--- config.mk ---
export PLATFORM = sky130hd
export DESIGN_NAME = full_adder
export DESIGN_NICKNAME = d
export VERILOG_FILES = /design/src/rtl/full_adder_pkg.sv /design/src/rtl/full_adder_bit.sv /design/src/rtl/full_adder.sv
export SDC_FILE = /design/constraint.sdc
export NUM_CORES = 1
export LEC_CHECK = 0
export CORE_AREA = 2 2 39 41
export CTS_CLUSTER_DIAMETER = 30
export CTS_CLUSTER_SIZE = 16
export DETAILED_ROUTE_END_ITERATION = 12
export DIE_AREA = 0 0 41 43
export GPL_TIMING_DRIVEN = 0
export PLACE_DENSITY_LB_ADDON = 0.12
export SLEW_MARGIN = 20
export SYNTH_ARGS = -nofsm -noshare
export SYNTH_HDL_FRONTEND = slang
export SYNTH_HIERARCHICAL = 1
export SYNTH_SLANG_ARGS = --single-unit
export TNS_END_PERCENT = 30
--- constraint.sdc ---
create_clock -name clk -period 0.98 [get_ports clk]
set_clock_uncertainty 0.2 [all_clocks]
set_input_delay 0.098 -clock clk [delete_from_list [all_inputs] [get_ports clk]]
set_output_delay 0.098 -clock clk [all_outputs]
set_load 0.01 [all_outputs]
--- src/rtl/full_adder_pkg.sv ---
// ============================================================================
// Module   : full_adder_pkg
// Purpose  : Shared width limit, result record and golden arithmetic model.
// Revision : 1.0 - initial release
// ============================================================================
`default_nettype none

package full_adder_pkg;

  localparam int unsigned FA_MAX_WIDTH     = 64;
  localparam int unsigned FA_DEFAULT_WIDTH = 16;

  typedef struct packed {
    logic                        carry_out;
    logic                        overflow;
    logic [FA_DEFAULT_WIDTH-1:0] sum;
  } fa_result_t;

  // Plain-arithmetic reference; overflow is signed overflow of a+b+cin.
  function automatic fa_result_t fa_ref(
    input logic [FA_DEFAULT_WIDTH-1:0] a,
    input logic [FA_DEFAULT_WIDTH-1:0] b,
    input logic                        cin
  );
    fa_result_t                r;
    logic [FA_DEFAULT_WIDTH:0] full;
    full        = {1'b0, a} + {1'b0, b} + {{FA_DEFAULT_WIDTH{1'b0}}, cin};
    r.sum       = full[FA_DEFAULT_WIDTH-1:0];
    r.carry_out = full[FA_DEFAULT_WIDTH];
    r.overflow  = (a[FA_DEFAULT_WIDTH-1] == b[FA_DEFAULT_WIDTH-1]) &&
                  (r.sum[FA_DEFAULT_WIDTH-1] != a[FA_DEFAULT_WIDTH-1]);
    return r;
  endfunction

endpackage

`default_nettype wire

--- src/rtl/full_adder_bit.sv ---
// ============================================================================
// Module   : full_adder_bit
// Purpose  : Combinational one-bit full-adder cell of the ripple chain.
// Revision : 1.0 - initial release
// ============================================================================
`default_nettype none

module full_adder_bit
  import full_adder_pkg::*;
(
  input  logic a,
  input  logic b,
  input  logic ci,
  output logic s,
  output logic co
);

  logic w_p;

  assign w_p = a ^ b;
  assign s   = w_p ^ ci;
  assign co  = (a & b) | (ci & w_p);

endmodule

`default_nettype wire

--- src/rtl/full_adder.sv ---
// ============================================================================
// Module   : full_adder
// Purpose  : Registered WIDTH-bit ripple-carry adder, 1-cycle latency.
//            Optional macro FULL_ADDER_OVERFLOW_EN adds a signed overflow port.
// Revision : 1.0 - initial release
// ============================================================================
`default_nettype none

module full_adder
  import full_adder_pkg::*;
#(
  parameter int WIDTH = 1
) (
  input  logic             clk,
  input  logic             rst,
  input  logic             in_valid,
  input  logic [WIDTH-1:0] a,
  input  logic [WIDTH-1:0] b,
  input  logic             carry_in,
  output logic [WIDTH-1:0] sum,
  output logic             carry_out,
`ifdef FULL_ADDER_OVERFLOW_EN
  output logic             overflow,
`endif
  output logic             out_valid
);

  logic [WIDTH:0]   w_c;
  logic [WIDTH-1:0] w_s;
  logic [WIDTH-1:0] r_sum;
  logic             r_carry;
  logic             r_valid;

  assign w_c[0] = carry_in;

  for (genvar i = 0; i < WIDTH; i++) begin : g_cell
    full_adder_bit u_bit (
      .a  (a[i]),
      .b  (b[i]),
      .ci (w_c[i]),
      .s  (w_s[i]),
      .co (w_c[i+1])
    );
  end

  // Data registers load only on in_valid so idle X operands never reach them.
  always_ff @(posedge clk) begin
    if (rst) begin
      r_sum   <= '0;
      r_carry <= 1'b0;
      r_valid <= 1'b0;
    end else begin
      r_valid <= in_valid;
      if (in_valid) begin
        r_sum   <= w_s;
        r_carry <= w_c[WIDTH];
      end
    end
  end

`ifdef FULL_ADDER_OVERFLOW_EN
  logic r_ovf;

  always_ff @(posedge clk) begin
    if (rst) begin
      r_ovf <= 1'b0;
    end else if (in_valid) begin
      r_ovf <= w_c[WIDTH] ^ w_c[WIDTH-1];
    end
  end

  assign overflow = r_ovf;
`endif

  assign sum       = r_sum;
  assign carry_out = r_carry;
  assign out_valid = r_valid;

endmodule

`default_nettype wire

==> flow_summary_export.csv <==
group,metric,value,unit
sta,layout_worst_path_cycle_share,0.982,
worst_setup_path,end_kind,"primary output",
pwr,power_leakage,0.112,nW
final_layout,drive_gt1_frac,0.524,
clocking,cts_root_buf,"clkbuf_4",
clocking,cts_sinks,3,
routing,routedWlPerCell,7.70,um
yosys,synth_cell_type_count,5,
pwr,finalPower,0.416,mW
floorplan,num_rows,14,
worst_setup_path,critPathTopFamily,"flip-flops",
worst_setup_path,path_cells,"buf_6",
worst_setup_path,critPathLaunchType,"flip-flop",
global_routing,grt_max_degree,4,
sta,rsz0062_at_grt,"true",
worst_setup_path,worstReg2RegStart,"carry_out$_SDFFE_PP0P_",
global_routing,grt_use_total,0.0421,
routing,ant_nets,0,
final_layout,final_cells,37,
floorplan,die_x,41,um
clocking,htreeDepth,1,
pwr,p_per_area,1830,nW/um^2
worst_setup_path,endpoint,"carry_out",
pwr,pwr-share-comb,0.134,
outcome,status,"finished, violations left",
place,gp_congestion,0.559,
sta,finalCriticalPeriod,0.962,ns
final_layout,nets,29,
sta,worst_pin_slew,0.166,ns
outcome,violations,"negative hold slack",
routing,route.detailed.drc,0,
clocking,cts_tree,"done",
routing,drt_iter0_drc,1,
sta,max_freq,1040,MHz
clocking,numCtsBuffers,3,
routing,dr.pass1.iters,2,
routing,via_per_inst,2.86,
yosys,synth_top_area_frac,0.527,
worst_setup_path,cp_num_cells,1,
global_routing,overflow,0,
worst_setup_path,path_class,"reg -> out",
yosys,yosys.area.top_type,"dfxtp_1",
final_layout,utilization,0.165,
clocking,worstSkewPairLatency,0.23,ns
clocking,clk_pin_slew,0.04,ns
yosys,synthCells,9,
floorplan,start_util,0.0823,
floorplan,core,1380,sq um
flow_run,cap_violations,0,
sta,finalSetupViolations,0,
pwr,max-vdd-ir-drop,0.787,mV
worst_setup_path,critPathArrivalTime,0.66,ns
global_routing,grt_pass1_vias,107,
yosys,synth_seq_cells,3,
pwr,p_int,0.321,mW
place,place_inst,33,
sta,slew_headroom,0.889,
floorplan,die_h,43,um
pwr,switching_share,0.229,
sta,fin_hold_ws,-0.00226,ns
worst_setup_path,slowest_delay,0.32,ns
worst_setup_path,worst_r2r_path_depth,2,
floorplan,dieArea,1760,sq um
pwr,seq_power_share,0.332,
pwr,power_frac_clock,0.534,
global_routing,grt_first_pass_wirelength,379,um
clocking,clk_path_buf_depth,2,
yosys,postSynthAreaPerCell,12.7,sq um
sta,final_hold_viol_count,1,
final_layout,antenna_cells,0,
place,port_buffers,8,
yosys,synth.area.top_cells,"dfxtp_1 (53%), fa_1 (18%), mux2i_1 (18%)",
pwr,p_switching,0.0953,mW
worst_setup_path,critPathBufInv,1,
worst_hold_path,min_path_type,"in -> reg",
yosys,synth_area,114,sq um
floorplan,num_io_pins,9,
global_routing,antenna_found_initial,0,
worst_setup_path,slowest_stage,"dfxtp_2",
worst_setup_path,rr_endpoint,"carry_out$_SDFFE_PP0P_",
sta,finalMaxSlewViolations,0,
worst_setup_path,crit_path_max_fanout,2,
worst_setup_path,worst-r2r-setup-slack,0.18,ns
worst_setup_path,crit_required,0.68,ns
routing,drt-total-wl,285,um
final_layout,area_growth_syn_to_layout,100,%
routing,dr_total_vias,106,
yosys,yosys_warnings,6,
yosys,synth_fp_nets,16,
worst_setup_path,crit_start,"carry_out$_SDFFE_PP0P_",
yosys,ys_seq_area_frac,0.527,
==> layout make-up <==
class                   instances  area (sq um)
fillers                       166          1160
repair buffers                  8          65.1
flip-flops and latches          3          62.6
multi-input cells               6          53.8
clock buffers                   4          26.3
well taps                      16          20.0
==> worst min-delay path by stage <==
stage,from,endpoint,slack (ns),depth (start not counted)
floorplan,rst,out_valid$_SDFF_PP0_,-0.03,1
global placement,sum$_SDFFE_PP0P_,sum$_SDFFE_PP0P_,0.28,2
detailed placement,sum$_SDFFE_PP0P_,sum$_SDFFE_PP0P_,0.28,2
CTS,b,sum$_SDFFE_PP0P_,0.20,4
global route,in_valid,out_valid$_SDFF_PP0_,0.008,2
finish,in_valid,out_valid$_SDFF_PP0_,-0.002,2
==> synth_stat cells (all sizes together) <==
master,instances
mux2i,2
nor2b,1
fa,1
nor2,2
dfxtp,3
==> logic make-up (layout without fill, tap and decap cells) <==
kind of cell             after synthesis  count (layout)  share of synthesized area
multiplexers                           2               2                      0.176
buffers and inverters                  0              12                          0
flip-flops                             3               3                      0.527
adder cells (fa/ha/maj)                1               1                      0.176
AND/OR/NAND/NOR                        3               3                      0.121
==> stage by stage <==
stage,setup TNS [ns],instance area [sq um],setup WS (ns)
4_1_cts,-0.0562,231,-0.0539
2_1_floorplan,-0.0532,114,-0.0532
3_5_place_dp,-1.55,214,-0.544
3_3_place_gp,-1.56,214,-0.547
6_report,0,228,0.0180
5_1_grt,-0.0126,228,-0.00810
==> sequential cells by signal (all words and copies together), names as in the netlist <==
name and flops:
out_valid 1, sum 1, carry_out 1
==> repair_timing <==
item / 4_1_cts / 5_1_grt
buffers inserted: 0 / 0
resized for setup: 19 / 7
pin swaps: 1 / 2
endpoints found under the setup margin: 5 / 5
hold buffers: 0 / 0
==> power by group through the flow <==
stage	Sequential, mW	Clock [mW]	Combinational [mW]
2_1_floorplan	0.142	0	0.0148
3_3_place_gp	0.137	0	0.0654
3_5_place_dp	0.137	0	0.0647
4_1_cts	0.136	0.232	0.0565
5_1_grt	0.139	0.248	0.0627
6_report	0.138	0.222	0.0558
==> layer usage <==
layer	GRT usage	share of wire
met4	0.0200	0
met2	0.0406	0.42
met3	0.0785	0.18
met5	0	0
met1	0.0353	0.40
==> cell usage in the layout (no fill, tap or decap), drive strengths merged <==
master,n
dfxtp,3
mux2i,2
nor2,2
clkdlybuf4s50,1
clkbuf,7
buf,3
nor2b,1
dlymetal6s2s,1
fa,1
No activity file was read; power rests on OpenSTA's default activity.
